File: config.mk
export PLATFORM = sky130hd
export DESIGN_NAME = median_5x5_bitserial_filter
export DESIGN_NICKNAME = d
export VERILOG_FILES = /design/src/rtl/median_5x5_bitserial_filter.sv
export SDC_FILE = /design/constraint.sdc
export NUM_CORES = 1
export LEC_CHECK = 0
export ABC_AREA = 0
export BUFFER_PORTS_ARGS = -buffer_cell sky130_fd_sc_hd__buf_2
export CAP_MARGIN = 0
export CORE_UTILIZATION = 55
export CTS_CLUSTER_DIAMETER = 100
export DETAILED_ROUTE_END_ITERATION = 12
export PLACE_DENSITY = 0.72
export REMOVE_ABC_BUFFERS = 1
export SETUP_SLACK_MARGIN = 0.05
export SYNTH_ARGS = -nofsm -noshare
export SYNTH_HDL_FRONTEND = slang
export SYNTH_SLANG_ARGS = --single-unit
File: constraint.sdc
create_clock -name i_clk -period 28.7 [get_ports i_clk]
set_clock_uncertainty 0.1 [all_clocks]
set_input_delay 0 -clock i_clk [delete_from_list [all_inputs] [get_ports i_clk]]
set_output_delay 0 -clock i_clk [all_outputs]
set_load 0.05 [all_outputs]
File: src/rtl/median_5x5_bitserial_filter.sv
// median_5x5_bitserial_filter: gathers five 5-pixel columns into a 5x5 window and finds its median
// by MSB-first bit-serial radix select, one result bit per cycle.
module median_5x5_bitserial_filter #(
    parameter int DATA_WIDTH = 8
) (
    input  logic                      i_clk,
    input  logic                      i_rst,
    input  logic                      i_enable_5x5,
    input  logic [5*DATA_WIDTH-1:0]   i_col,
    output logic [DATA_WIDTH-1:0]     o_median,
    output logic                      o_valid,
    output logic                      o_busy,
    output logic                      o_overrun,
    output logic [2:0]                o_col_cnt,
    output logic [1:0]                o_state
);
    localparam int BW = DATA_WIDTH > 2 ? $clog2(DATA_WIDTH) : 1;
    localparam logic [1:0] IDLE   = 2'd0;
    localparam logic [1:0] SELECT = 2'd1;
    localparam logic [1:0] DONE   = 2'd2;

    logic [1:0]              state, state_nxt;
    logic [5*DATA_WIDTH-1:0] cols [4];
    logic [DATA_WIDTH-1:0]   ops [25];
    logic [24:0]             active, bit_b;
    logic [4:0]              k, zeros;
    logic [BW-1:0]           b;
    logic [DATA_WIDTH-1:0]   result, result_nxt;
    logic                    win_done, accept, take_zero;

    assign win_done = i_enable_5x5 && o_col_cnt == 3'd4;
    assign accept   = win_done && state != SELECT;

    // zeros counts surviving candidates whose current bit is 0
    always_comb begin
        zeros = '0;
        bit_b = '0;
        for (int i = 0; i < 25; i++) begin
            bit_b[i] = ops[i][b];
            zeros = zeros + 5'(active[i] & ~ops[i][b]);
        end
        take_zero = zeros >= k;
        result_nxt = result;
        result_nxt[b] = ~take_zero;
    end

    always_ff @(posedge i_clk or posedge i_rst) begin
        if (i_rst) state <= IDLE;
        else state <= state_nxt;
    end

    always_comb begin
        state_nxt = state == SELECT ? (b == '0 ? DONE : SELECT) : (accept ? SELECT : IDLE);
    end

    always_comb begin
        o_busy  = state == SELECT;
        o_valid = state == DONE;
        o_state = state;
    end

    always_ff @(posedge i_clk or posedge i_rst) begin
        if (i_rst) begin
            o_col_cnt <= '0;
            o_overrun <= 1'b0;
            for (int c = 0; c < 4; c++) cols[c] <= '0;
        end else begin
            o_overrun <= win_done && state == SELECT;
            if (i_enable_5x5) begin
                if (o_col_cnt != 3'd4) cols[o_col_cnt[1:0]] <= i_col;
                o_col_cnt <= o_col_cnt == 3'd4 ? 3'd0 : o_col_cnt + 3'd1;
            end
        end
    end

    // the fifth column bypasses the column store straight into the operands
    always_ff @(posedge i_clk or posedge i_rst) begin
        if (i_rst) begin
            for (int i = 0; i < 25; i++) ops[i] <= '0;
            active   <= '0;
            k        <= '0;
            b        <= '0;
            result   <= '0;
            o_median <= '0;
        end else if (accept) begin
            for (int c = 0; c < 4; c++)
                for (int r = 0; r < 5; r++)
                    ops[c*5+r] <= cols[c][DATA_WIDTH*r +: DATA_WIDTH];
            for (int r = 0; r < 5; r++) ops[20+r] <= i_col[DATA_WIDTH*r +: DATA_WIDTH];
            active <= '1;
            k      <= 5'd13;
            b      <= BW'(DATA_WIDTH - 1);
            result <= '0;
        end else if (state == SELECT) begin
            active <= active & (take_zero ? ~bit_b : bit_b);
            k      <= take_zero ? k : k - zeros;
            result <= result_nxt;
            b      <= b - BW'(1);
            if (b == '0) o_median <= result_nxt;
        end
    end
endmodule

# [Word level (Yosys, flattened, before mapping)]
# Cells that the tools add are included.
# Widths: inputs -> output; s select.
[totals] ff_bits=415 latch_bits=0 mem_bits_rw=0 rom_bits=0 input_bits=43 output_inout_bits=16 wordCells=210 mem_count=0
[op_classes] n_addsub=27 multipliers=0 div_mod_pow=0 order_cmp=5 n_eq_ne=6 shifts=0 n_mux=70 bitwise_logic=55 n_reduce_logical=10
[op_table] op="$bwmux 160" n=1
[op_table] op="$and 1x5->5" n=25
[op_table] op="$not 1->5" n=25
[op_table] op="$add 5x5->5" n=24
[op_table] op="$demux 40 s2" n=1
[op_table] op="$bmux 1 s3" n=25
[op_table] op="$mux 25" n=3
[op_table] op="$mux 40" n=1
[op_table] op="$mux 1" n=27
[op_table] op="$and 25x25->25" n=1
[op_table] op="$not 25->25" n=1
[op_table] op="$mux 8" n=2
[op_table] op="$mux 5" n=3
[op_table] op="$mux 3" n=3
[op_table] op="$bwmux 8" n=1
[op_table] op="$ge 5x5->1" n=1
[op_table] op="$logic_and 1x1->1" n=5
[op_table] op="$sub 5x5->5" n=1
[op_table] op="$lt 3x4->1 const B" n=1
[op_table] op="$mux 2" n=2
[op_table] op="$reduce_and 2->1" n=2
[op_table] op="$add 3x1->3 const B" n=1
[op_table] op="$demux 1 s3" n=1
[op_table] op="$eq 3x3->1 const B" n=1
[op_table] op="other kinds (14)" n=15

# [Depth between registers and ports, before layout]
# Gate-level depths: netlist of the first run.
[depth] word_depth=33 ltp_mapped=27 depth_no_buf=22

# [Worst setup path before layout of the first run]
# No wires, ideal clock.
[synth_path] path_kind="register -> register" start="reg b[2]" end="reg result[0]" arrival_ps=6499 required_time_ps=28479 slack_ps=21980 stages_incl_launch_ff=23 synth_period_minus_slack_ps=6720 cell_sequence="dfrtp_1 -> buf_2 -> buf_1 -> mux4_2 -> mux2i_1 -> nand2_1 -> fa_1 -> fa_1 -> inv_1 -> fa_1 -> fa_1 -> fa_1 -> fa_1 -> inv_1 -> fa_1 -> ha_1 -> nor2b_1 -> o31a_1 -> o31a_1 -> clkbuf_1 -> and2_1 -> buf_2 -> a22o_1"
[synth_between] elab_chain_len=33 elab_cells_between_ends=134
[synth_lines] item="start, declared" line_no="27" text="logic [BW-1:0] b;"
[synth_lines] item="start signal, assigned" line_no="92" text="b <= BW'(DATA_WIDTH - 1);"
[synth_lines] item="start signal, assigned" line_no="98" text="b <= b - BW'(1);"
[synth_lines] item="$bmux 1 s3" line_no="40" text="zeros = zeros + 5'(active[i] & ~ops[i][b]);"
[synth_lines] item="$mux 1 (implied by the code)" line_no="40"
[synth_lines] item="$not 1->5" line_no="40"
[synth_lines] item="$and 1x5->5" line_no="40"
[synth_lines] item="$add 5x5->5 (24 in a row)" line_no="40"
[synth_lines] item="$ge 5x5->1" line_no="42" text="take_zero = zeros >= k;"
[synth_lines] item="$not 1->1" line_no="44" text="result_nxt[b] = ~take_zero;"
[synth_lines] item="$bwmux 8 *" line_no="44"
[synth_lines] item="$mux 8 *" line_no="94" text="end else if (state == SELECT) begin"
[synth_lines] item="$mux 8 *" line_no="85" text="end else if (accept) begin"
[synth_lines] item="end signal, assigned" line_no="97" text="result <= result_nxt;"
[synth_lines] item="end, declared" line_no="28" text="logic [DATA_WIDTH-1:0] result, result_nxt;"
# Every way passes the cells marked *; elsewhere a longest branch is shown, timed or not. The select of a mux whose other input is x is not followed.
# A chain may end at the register's enable or synchronous reset.

# [Worst setup path after layout of the first run]
[layout_path] start="reg b[0]" end="reg k[1]"
[layout_between] elab_chain_len=32 elab_cells_between_ends=131
[layout_lines] item="$bmux 1 s3" line_no="40"
[layout_lines] item="$mux 1 (implied by the code)" line_no="40"
[layout_lines] item="$not 1->5" line_no="40"
[layout_lines] item="$and 1x5->5" line_no="40"
[layout_lines] item="$add 5x5->5 (23 in a row)" line_no="40"
[layout_lines] item="$add 5x5->5 *" line_no="40"
[layout_lines] item="$sub 5x5->5" line_no="96" text="k <= take_zero ? k : k - zeros;"
[layout_lines] item="$mux 5" line_no="96"
[layout_lines] item="$mux 5" line_no="94"
[layout_lines] item="$mux 5" line_no="85"
[layout_lines] item="end signal, assigned" line_no="96"
[layout_lines] item="end, declared" line_no="26" text="logic [4:0] k, zeros;"
# Marks and branches as above.

==> results of run 1 <==
-- synth_stat cells (2+ instances only) --
cell	count
a31oi_1	2
buf_4	4
nand3_1	2
and2_1	15
fa_1	19
xnor2_1	24
mux2_2	165
inv_1	32
a22oi_1	2
nor2b_1	5
nor2_1	37
clkbuf_1	53
o31ai_1	2
o31a_1	2
a21oi_1	35
nand2_1	626
dfrtp_1	415
a21o_1	3
mux4_2	36
buf_6	5
a22o_1	6
buf_1	2
xor2_1	4
ha_1	16
a2bb2oi_1	3
mux4_1	12
nand2b_1	2
mux2i_1	31
o21ai_0	15
nor3_1	4
o21a_1	3
buf_2	26
-- worst register-to-register path, cell delays in order, from the launching register on --
cell	delay, ps
dfrtp_4	890
buf_4	560
mux4_1	630
mux2i_1	250
nand2_1	110
fa_1	470
fa_1	550
inv_1	60
fa_1	500
fa_1	510
fa_1	510
fa_1	440
a21o_1	180
a21oi_1	170
xor2_1	170
ha_1	290
and4_1	210
a21oi_1	130
o31a_2	840
and2_1	490
mux2i_1	250
-- kinds of logic after synthesis --
kind of cell / count (synthesis) / share of synthesized area (%)
xor gates and xnor gates: 28 / 1.35
and+or+nand+nor: 694 / 14.7
buffers and inverters: 123 / 3.01
muxes: 244 / 18.1
adders and majority gates: 35 / 3.19
AOI/OAI and AO/OA: 77 / 2.57
DFF: 415 / 57.0
-- sequential cells by signal (all words and copies together), names as in the netlist --
signal,cells
b,3
cols,160
active,25
o_col_cnt,3
o_state,2
o_median,8
result,8
ops,200
o_overrun,1
k,5
-- final cells by class --
class                           instances  share of cell area (%)
Clock buffer                           65                    6.21
Multi-Input combinational cell       1078                    35.5
Sequential cell                       415                    50.5
Timing Repair Buffer                  115                    4.00
Tap cell                              442                    2.69
Clock inverter                         12                   0.553
Inverter                               32                   0.620
-- layout by cell type (no fill, tap or decap), types with 2 or more instances in the layout --
cell           count
a21o_1             3
clkbuf_8          12
xor2_1             4
mux4_2            36
a21oi_1           35
ha_1              16
dlygate4sd3_1     42
mux4_1            12
buf_2             58
a2bb2oi_1          3
nand2_2            4
xnor2_1           24
nand2_1          622
fa_1              19
mux2i_1           31
buf_4             15
a22o_1             6
nor3_1             4
and2_1            15
clkinv_2           9
clkbuf_1          10
a31oi_1            2
nor2_1            36
mux2_2           165
nor2b_1            5
inv_1             31
o21a_1             3
o21ai_0           15
clkbuf_16         43
o31ai_1            2
dfrtp_1          413
a22oi_1            2
nand3_1            2
bufinv_16          2
-- stage by stage --
stage               power, uW  worst slack (ps)  std cells  hold slack, ps
floorplan                1750             17050       1525            5.44
global placement         1920             20440       2040             110
detailed placement       1980             20270       2040             113
CTS                      2540             20240       2159             122
global route             2700             19800       2159             141
finish                   2520             20290       2159            53.5
-- worst min path at each step --
stage | start | endpoint | slack [ps] | cells past startpoint
after floorplan | i_col[32] | ops[0] | 5 | 2
after global placement | i_rst | ops[98] | 110 | 2
after detailed placement | i_rst | ops[98] | 110 | 2
after CTS | i_rst | ops[98] | 120 | 3
after global routing | i_rst | ops[98] | 140 | 3
final | i_rst | ops[98] | 50 | 3
-- metal layers --
| layer | track usage, % | vias up | wire (um) |
|---|---|---|---|
| li1 | - | 5432 | - |
| met1 | 32.9 | 5946 | 17100 |
| met2 | 37.7 | 204 | 17800 |
| met3 | 2.93 | 60 | 1410 |
| met4 | 5.63 | 0 | 756 |
| met5 | 0 | - | 0 |
-- power by group through the flow --
stage / clock, uW / sequential (uW) / combinational [uW]
2_1_floorplan: 0 / 1000 / 741
3_3_place_gp: 0 / 1010 / 913
3_5_place_dp: 0 / 1020 / 962
4_1_cts: 555 / 1010 / 971
5_1_grt: 580 / 1050 / 1070
6_report: 545 / 1010 / 960
==> flow_summary.ini, run 1 <==
[grt]
grt_overflow = 0
grt_pass1_wl_um = 61800
grt_util_all_layers_pct = 23.0
antenna_found_initial = 0
grt_max_degree = 118
first_global_vias = 11900

[worst_hold_path]
min_path_type = input pin to asynchronous set/reset pin

[cells_and_area]
syn_to_final_growth_pct = 13.1
seq_area_um2 = 10400
drive_above_1_share_pct = 20.6
final_core_util_pct = 63.3
multi_input_area_um2 = 7300
fillers = 2530
design_area_um2 = 20600
n_antenna_cell = 0
fin_nets = 1763

[routing]
drc = 0
ant_nets = 0
first_pass_iters = 5
via_count = 11600
wl_per_cell_um = 17.2
wirelength_um = 37100
viasPerCell = 5.39
first_iter_violations = 763

[worst_setup_path]
slowest_delay_ps = 890
critPathKind = flip-flop to flip-flop
startpoint = b[0]
worst-path-max-fanout = 33
crit_cells = 20
r2r_cells = 20
worst_setup_path_start_kind = flip-flop
rrSetupSlack_ps = 20290
r2r-start = b[0]
cpMostUsedCell = fa_1
crit_family = adder cells
critical_path.slowest_cell = dfrtp_4
timing.critical_path.buf_inv = 2
crit_chain = buf_4 > mux4_1 > mux2i_1 > nand2_1 > fa_1 > fa_1 > inv_1 > fa_1 > fa_1 > fa_1 > fa_1 > a21o_1 > a21oi_1 > xor2_1 > ha_1 > and4_1 > a21oi_1 > o31a_2 > and2_1 > mux2i_1
crit_end = k[1]
worstPathRequired_ps = 29040
worstReg2RegEnd = k[1]
cp-end-kind = flip-flop
crit_arrival_ps = 8750

[clock_network]
htreeDepth = 2
clkTransAtPathRegs_ps = 60
cts-root-buf = clkbuf_16
cts.repair.resized = 0
cts_hold_buf = 42
numCtsBuffers = 43
cts_buffer_depth = 3
cts_tree = built
cts.sinks = 415
clock_latency_ps = 530
cts_setup_buffers = 0

[timing]
hold_violations = 0
setup_viol = 0
period_needed_ps = 8410
rsz0062_at_grt = no
fmax_mhz = 119
setup-tns-final_ps = 0
finalCritPeriodShare_pct = 29.3
maxSlewHeadroom_pct = 15.4
worst_pin_slew_ps = 1270
slew_violations = 0

[synthesis]
synthCells = 1616
yosys.area.top_type = dfrtp_1
yosysUniqueCellTypes = 40
synth-async-reset-ratio_pct = 100
synth_edf_count = 0
synth_ff_type = dfrtp_1
yosysWarningCount = 0
synth_area_leaders = dfrtp_1 57%, nand2_1 13%, mux2_2 10%
netlist_area_um2 = 18200
seq_area_frac_synth_pct = 57.0
synth.avg_cell_area_um2 = 11.3
synth-seq-cells = 415
synth_top_area_share_pct = 57.0

[floorplan]
dieArea_um2 = 33800
num_io_pins = 59
die_h_um = 184
core.rowCount = 66
start_util_pct = 56.0
dieWidth_um = 184
core_area_um2 = 32500

[power]
p_per_area_nw_per_um2 = 122
clock_power_share_pct = 21.6
p_seq_share_pct = 40.2
netSwitchingFraction_pct = 35.0
switching_power_uw = 882
combPwrFrac_pct = 38.1
ir_drop_mv = 0.0863
intPower_uw = 1640
power_leakage_uw = 0.0102

[placed_design]
placed_area_um2 = 18800
place_hpwl_um = 22200
gp_congestion = 0.821
numPortBuffers = 58

[flow_run]
drv_cap = 0

[outcome]
status = finished clean
Note: power is estimated with default switching activity, not from simulation.
==> inputs of run 2 (changes only) <==
- PLACE_DENSITY: 0.72 -> 0.75
- clock period: 28.7 -> 7.2 ns (I/O delays scaled with it)
==> run 2 against run 1 <==
  * Die area did not move
  * Cell count is 0.42% higher
  * Sequential share of layout area decreased by 0.75 points
  * Sequential power rose to 3.9 times the previous value
  * Global-route usage shrank 0.053 points
  * Core utilization up 0.96 points
  * Worst hold slack better by 49 ps
  * Largest cell class unchanged
  * Critical path type unchanged
==> flow_summary.ini, run 2 (same netlist as run 1, synthesis figures left out) <==
[clock_network]
cts_buffer_depth = 3
cts_tree = built
htreeDepth = 2
numCtsBuffers = 42
clkTransAtPathRegs_ps = 60
cts.sinks = 415
cts-root-buf = clkbuf_16
clock_latency_ps = 540

[power]
ir_drop_mv = 0.281
p_per_area_nw_per_um2 = 493
finalPower_uw = 10300
power_leakage_uw = 0.0103

[timing]
slew_violations = 0
maxSlewHeadroom_pct = 36.7
fmax_mhz = 144
worst_pin_slew_ps = 949
period_needed_ps = 6930
rsz0062_at_grt = no
setup_viol = 0
finalCritPeriodShare_pct = 96.2
hold_violations = 0

[cells_and_area]
regMostFlops = ops
syn_to_final_growth_pct = 14.8
final_core_util_pct = 64.2
n_antenna_cell = 0
drive_above_1_share_pct = 22.1
fillers = 2455
most-common-layout-cells = 621 x nand2_1, 413 x dfrtp_1, 165 x mux2_2
stdcell_count = 2168
layout_commonest_cell = nand2_1
largest_reg_flops = 200
fin_nets = 1779
largestRegisters = ops (200), cols (160), active (25)

[routing]
wirelength_um = 37000
first_iter_violations = 704
first_pass_iters = 7
via_count = 11700
ant_nets = 0
drc = 0
viasPerCell = 5.40
wl_per_cell_um = 17.1

[grt]
grt_pass1_wl_um = 61600
antenna_found_initial = 0
grt_max_degree = 178
grt_util_all_layers_pct = 23.0
grt_overflow = 0
first_global_vias = 12100

[outcome]
status = finished clean

[placed_design]
dp_cells = 2052
numPortBuffers = 58
place_hpwl_um = 22200
gp_congestion = 0.824

[flow_run]
drv_cap = 0

[worst_setup_path]
cpMostUsedCell = fa_1
crit_arrival_ps = 7230
slowest_delay_ps = 560
critical_path.slowest_cell = fa_1
r2r_cells = 21
cp-end-kind = flip-flop
crit_family = adder cells
crit_cells = 21
worst_setup_path_start_kind = flip-flop
worst-path-max-fanout = 13
crit_chain = buf_4 > buf_16 > mux4_2 > mux2i_2 > nand2_2 > fa_1 > inv_1 > fa_1 > fa_1 > fa_1 > fa_1 > fa_1 > inv_1 > fa_1 > ha_1 > nor2b_1 > o31a_1 > o31a_2 > buf_4 > nor3_1 > a211oi_2
worstPathRequired_ps = 7500
critPathKind = flip-flop to flip-flop
timing.critical_path.buf_inv = 5

[worst_hold_path]
min_path_type = input pin to asynchronous set/reset pin

[floorplan]
num_io_pins = 59
core_area_um2 = 32500
start_util_pct = 56.0
dieWidth_um = 184
die_h_um = 184
dieArea_um2 = 33800
core.rowCount = 66
[run 2: cell types whose count changed in the layout (fill, tap and decap cells not counted), moves of 5 or more]
cell | previous run | this run
mux2i_4 | 0 | 6
mux2i_1 | 31 | 21
clkinv_2 | 9 | 4
buf_4 | 15 | 24
buf_12 | 0 | 7
[run 2: layout make-up]
type / count / area (um2) / share of cell area (%)
Clock buffer: 58 / 1190 / 5.70
Timing Repair Buffer: 132 / 1060 / 5.07
Sequential cell: 415 / 10400 / 49.7
Tap cell: 442 / 553 / 2.65
Inverter: 32 / 128 / 0.611
Multi-Input combinational cell: 1078 / 7420 / 35.5
Clock inverter: 11 / 153 / 0.730
[run 2: worst paths after layout]
path,startpoint,to,slack (ps)
setup / recovery,b[0],active[4],270
hold / removal,i_rst,cols[141],100
setup reg to reg,b[0],active[4],270
hold reg to reg,cols[94],ops[150],350
max in group asynchronous,i_rst,ops[8],5510
min in group i_clk,i_enable_5x5,o_col_cnt[1],170
[run 2: stage by stage]
step           cell area (um2)  hold slack [ps]  setup WS (ps)  setup TNS, ps
2_1_floorplan            17800             5.44          -4450       -2285250
3_3_place_gp             18900              135           82.5              0
3_5_place_dp             18900              142          -65.4           -351
4_1_cts                  20800              147            181              0
5_1_grt                  20900              142           34.3              0
6_report                 20900              103            274              0
[run 2: report_power, final]
part / switching (uW) / leakage (uW) / internal, uW
clock: 881 / 0.000663 / 1260
sequential: 561 / 0.00520 / 3400
combinational: 2160 / 0.00440 / 2040
total: 3600 / 0.0103 / 6700
[run 2: what timing repair did]
item | in CTS | in global routing
pin swaps | 0 | 1
endpoints found under the hold margin | 324 | 0
setup buffers | 3 | 2
endpoints found under the setup margin | 38 | 41
hold buffers | 42 | 0
resized for setup | 0 | 24
[run 2: metal layers]
layer / up-vias / GRT usage [%] / part of all wire, %
li1: 5459 / - / -
met3: 56 / 3.43 / 4.4
met4: 0 / 5.57 / 1.8
met2: 256 / 38.1 / 49
met1: 5943 / 32.0 / 45
met5: - / 0 / 0
[run 2: worst min-delay path, delay by kind of cell]
kind                   cells  cell delay, ps
buffers and inverters      3            1260
